## src/rtl/serial_subtractor.sv

```systemverilog
// ---------------------------------------------------------------------------
// serial_subtractor
//   Bit-serial subtractor computing x - y - borrow_in one bit per clock,
//   LSB first. One capture edge plus WIDTH RUN edges per operation; results
//   are published together on the last RUN edge and held until the next
//   completion.
//
// Ports
//   clk         in   clock, rising edge
//   rst_n       in   asynchronous active-low reset
//   start       in   request a new operation (ignored while busy)
//   x, y        in   minuend / subtrahend [WIDTH]
//   borrow_in   in   incoming borrow
//   busy        out  high in RUN
//   done        out  one-cycle pulse, results valid
//   difference  out  x - y - borrow_in mod 2^WIDTH
//   borrow_out  out  borrow out of the MSB
//   overflow    out  two's-complement signed overflow
// ---------------------------------------------------------------------------
`timescale 1ns/1ps
module serial_subtractor #(
    parameter int WIDTH = 4
) (
    input  logic             clk,
    input  logic             rst_n,
    input  logic             start,
    input  logic [WIDTH-1:0] x,
    input  logic [WIDTH-1:0] y,
    input  logic             borrow_in,
    output logic             busy,
    output logic             done,
    output logic [WIDTH-1:0] difference,
    output logic             borrow_out,
    output logic             overflow
);
    localparam int CW = (WIDTH > 2) ? $clog2(WIDTH) : 1;
    localparam logic [CW-1:0] LAST = CW'(WIDTH - 1);

    typedef enum logic [1:0] {S_IDLE, S_RUN, S_DONE} state_t;

    state_t           r_state, w_next;
    logic [WIDTH-1:0] r_a, r_b, r_res;
    logic             r_br, r_x_msb, r_y_msb;
    logic [CW-1:0]    r_cnt;

    logic             w_last, w_capture, w_d, w_br_next;
    logic [WIDTH-1:0] w_res;

    // Current bit pair always sits in bit 0 of the shifting operand copies.
    assign w_d       = r_a[0] ^ r_b[0] ^ r_br;
    assign w_br_next = (~r_a[0] & r_b[0]) | (~(r_a[0] ^ r_b[0]) & r_br);
    assign w_res     = {w_d, r_res[WIDTH-1:1]};
    assign w_last    = (r_cnt == LAST);
    assign w_capture = start && (r_state != S_RUN);

    assign busy = (r_state == S_RUN);
    assign done = (r_state == S_DONE);

    always_comb begin
        w_next = r_state;
        case (r_state)
            S_IDLE:  if (start) w_next = S_RUN;
            S_RUN:   if (w_last) w_next = S_DONE;
            S_DONE:  w_next = start ? S_RUN : S_IDLE;
            default: w_next = S_IDLE;
        endcase
    end

    always_ff @(posedge clk or negedge rst_n) begin
        if (!rst_n) r_state <= S_IDLE;
        else        r_state <= w_next;
    end

    always_ff @(posedge clk or negedge rst_n) begin
        if (!rst_n) begin
            r_a        <= '0;
            r_b        <= '0;
            r_res      <= '0;
            r_br       <= 1'b0;
            r_x_msb    <= 1'b0;
            r_y_msb    <= 1'b0;
            r_cnt      <= '0;
            difference <= '0;
            borrow_out <= 1'b0;
            overflow   <= 1'b0;
        end else if (w_capture) begin
            r_a     <= x;
            r_b     <= y;
            r_br    <= borrow_in;
            r_res   <= '0;
            r_cnt   <= '0;
            // Operand MSBs are kept aside because r_a/r_b are consumed by shifting.
            r_x_msb <= x[WIDTH-1];
            r_y_msb <= y[WIDTH-1];
        end else if (r_state == S_RUN) begin
            r_a   <= r_a >> 1;
            r_b   <= r_b >> 1;
            r_br  <= w_br_next;
            r_res <= w_res;
            r_cnt <= r_cnt + CW'(1);
            if (w_last) begin
                // w_d is the result MSB on the final bit.
                difference <= w_res;
                borrow_out <= w_br_next;
                overflow   <= (r_x_msb != r_y_msb) && (w_d != r_x_msb);
            end
        end
    end
endmodule

```

## config.mk

```make
export PLATFORM = sky130hd
export DESIGN_NAME = serial_subtractor
export DESIGN_NICKNAME = d
export VERILOG_FILES = /design/src/rtl/serial_subtractor.sv
export SDC_FILE = /design/constraint.sdc
export NUM_CORES = 1
export LEC_CHECK = 0
export BUFFER_PORTS_ARGS = -buffer_cell sky130_fd_sc_hd__buf_4
export CAP_MARGIN = 20
export CORE_ASPECT_RATIO = 0.8
export CORE_MARGIN = 8
export CORE_UTILIZATION = 56
export CTS_BUF_LIST = sky130_fd_sc_hd__clkbuf_8
export CTS_CLUSTER_DIAMETER = 150
export DETAILED_ROUTE_END_ITERATION = 7
export GPL_ROUTABILITY_DRIVEN = 0
export HOLD_SLACK_MARGIN = 0.06
export PLACE_DENSITY = 0.77
export SYNTH_ARGS = -nofsm -noshare
export SYNTH_HDL_FRONTEND = slang
export SYNTH_SLANG_ARGS = --single-unit
```

## constraint.sdc

```tcl
create_clock -name clk -period 2 [get_ports clk]
set_clock_uncertainty 0.05 [all_clocks]
set_input_delay 0.2 -clock clk [delete_from_list [all_inputs] [get_ports clk]]
set_output_delay 0.2 -clock clk [all_outputs]
set_load 0.005 [all_outputs]
```

==> out/metrics.yaml <==
status:
  status: "complete, no violations"
synth:
  yosys.area.top_type: "dfrtp_1"
  synth_compound_area_frac: 0.08042
  synth_edf_count: 0
  synthesis.nets: 105
  yosysWarningCount: 0
  synthAdderAreaFrac: 0.03030
  synth_ff_type: "dfrtp_1"
  synth-xor-area-share: 0
  synthTopCellsByCount: "dfrtp_1 (24), nand2_1 (19), o21ai_0 (11)"
  yosys.area_share.simple: 0.1247
  synthArstFlopShare: 1.000
  synth_mux_area_frac: 0.1608
  synth_cells: 91
  ys_seq_elements: 24
  ys_seq_area_frac: 0.5594
  syn_area_per_cell_um2: 11.80
  synth_area_um2: 1074
  synth_area_leaders: "dfrtp_1 (56%), mux2i_1 (8.4%), nand2_1 (6.6%), mux2_4 (5.6%), o21ai_0 (5.1%)"
  synth_top_family_by_area: "multiplexers"
  yosysMostFrequentCell: "dfrtp_1"
  ys_types: 22
  synth_top_area_frac: 0.5594
critical_path:
  worstPathRequired_ns: 2.10
  cp.arrival_ns: 1.62
  path_class: "flip-flop to flip-flop"
  critPathMaxFanout: 4
  worstSetupStartpointType: "flip-flop"
  cp-end-kind: "flip-flop"
  r2r_cells: 4
hold_path:
  holdPathStages: 2
  min_path_type: "input port to flip-flop"
floorplan:
  io_pins: 20
  initial_utilization: 0.5837
  row_count: 14
  die_w_um: 64.95
  die_y_um: 55.16
  die_area_um2: 3583
  core_area_um2: 1839
placement:
  dp_cells: 131
  dp_hpwl_um: 1515
  numPortBuffers: 19
timing:
  worst_pin_slew_ns: 0.3075
  hold_viol_final: 0
  fin_crit_ns: 1.525
  min_period_over_period: 0.7627
  slew_headroom: 0.7950
  timing.fmax_mhz: 655.6
  tns_ns: 0
  setup_viol_count_final: 0
  rsz0062_at_grt: "false"
  slew_violations: 0
layout:
  multi_input_area_um2: 425.4
  register_area_um2: 600.6
  diodes: 0
  drive_above_1_share: 0.2946
  fillers: 144
  final_nets: 127
  syn_to_final_growth_pct: 19.70
  fin_cells: 136
clocking:
  cts_made_buffers: 3
  clkLatencyLatePin_ns: 0.26
  cts_sinks: 24
  tritoncts: "built"
  clockRootBuffer: "clkbuf_8"
  clkTransAtPathRegs_ns: 0.08
  htreeDepth: 1
  clockBufferDepth: 2
pwr:
  p_per_area_nw_per_um2: 1485
  p_leak_nw: 0.6722
  vdd_drop_max_mv: 1.313
route:
  wirelength_um: 2061
  drc: 0
  dr.first_iter.drc_count: 13
  antenna_left: 0
  vias_per_cell: 5.176
  first_pass_iters: 4
  routedWlPerCell_um: 15.15
  via_count: 704
global_routing:
  antenna_found_initial: 0
  track_usage: 0.1285
  grt_pass1_vias: 739
  grt.overflow.total: 0
  grt_pass1_wl_um: 3519
  grt_start_max_net_pins: 25
run:
  cap_viol_max_count: 0
==> what timing repair did <==
| item | in CTS | in global routing |
|---|---|---|
| hold buffers | 1 | 0 |
| buffers inserted | 0 | 0 |
| gates resized for setup | 0 | 0 |
| endpoints found under the hold margin | 24 | 0 |
==> cell usage in the layout, fill, tap and decap left out, types with 2 or more instances in the layout <==
cell type	netlist	final
a21oi_1	2	2
buf_4	1	19
o21ai_0	11	11
mux2_4	4	4
clkbuf_8	0	4
mux2_2	2	2
nor2_1	3	3
nand2_1	19	19
dfrtp_1	24	24
inv_1	4	4
mux2i_1	9	9
==> path summary, 6_finish.rpt <==
| check | startpoint | to | slack (ns) |
|---|---|---|---|
| max | r_a[0] | overflow | 0.47 |
| min | x[3] | r_x_msb | 0.13 |
| max reg2reg | r_a[0] | overflow | 0.47 |
| min reg2reg | r_cnt[0] | r_cnt[0] | 0.44 |
| max in group asynchronous | rst_n | overflow | 1.35 |
| min in group asynchronous | rst_n | r_res[2] | 0.32 |
==> worst max-delay path: stages (launching register included) <==
cell	delay (ns)
dfrtp_1	0.42
fa_1	0.55
and3b_1	0.21
a21oi_1	0.10
o21ai_0	0.08
==> registers in the layout, summed over array words and instances, names as in the netlist <==
signal and count:
overflow 1, r_a 4, r_b 4, difference 4, r_br 1, r_cnt 2
r_state 2, borrow_out 1, r_x_msb 1, r_y_msb 1, r_res 3
==> metrics by stage <==
stage / power [mW] / hold slack, ns / worst slack [ns] / util / area, um2
4_1_cts: 1.930 / 0.1258 / 0.4657 / 0.6986 / 1285
6_report: 1.908 / 0.1297 / 0.4746 / 0.6986 / 1285
2_1_floorplan: 1.360 / -0.1456 / 0.5800 / - / 1074
3_3_place_gp: 1.549 / 0.06085 / 0.5584 / 0.6633 / 1220
5_1_grt: 2.062 / 0.1220 / 0.3938 / 0.6986 / 1285
3_5_place_dp: 1.600 / 0.06545 / 0.4815 / 0.6633 / 1220
==> power breakdown <==
group          switching [mW]  internal [mW]  leakage [nW]
sequential              0.145          0.698         0.301
combinational           0.362          0.375         0.342
clock                   0.153          0.176        0.0288
total                   0.660           1.25         0.672
==> kinds of logic after synthesis <==
family | count (synthesis)
fa+ha+maj | 2
buf+inv | 8
mux | 15
simple gates | 26
compound gates | 16
flops | 24
==> cell type report <==
cell class / instances / area share
sequential: 24 / 0.4674
clock buffer: 4 / 0.04284
multi-input combinational: 59 / 0.3311
timing repair buffer: 20 / 0.1188
inverter: 5 / 0.01655
tap: 24 / 0.02337
==> routing by layer <==
layer,GRT usage,routed length [um],vias up
met2,0.1960,947,14
met3,0.05030,111,2
met1,0.1717,998,340
met4,0.02527,4,0
met5,0,0,-
li1,-,-,348
Power figures use the tool's default switching activity.
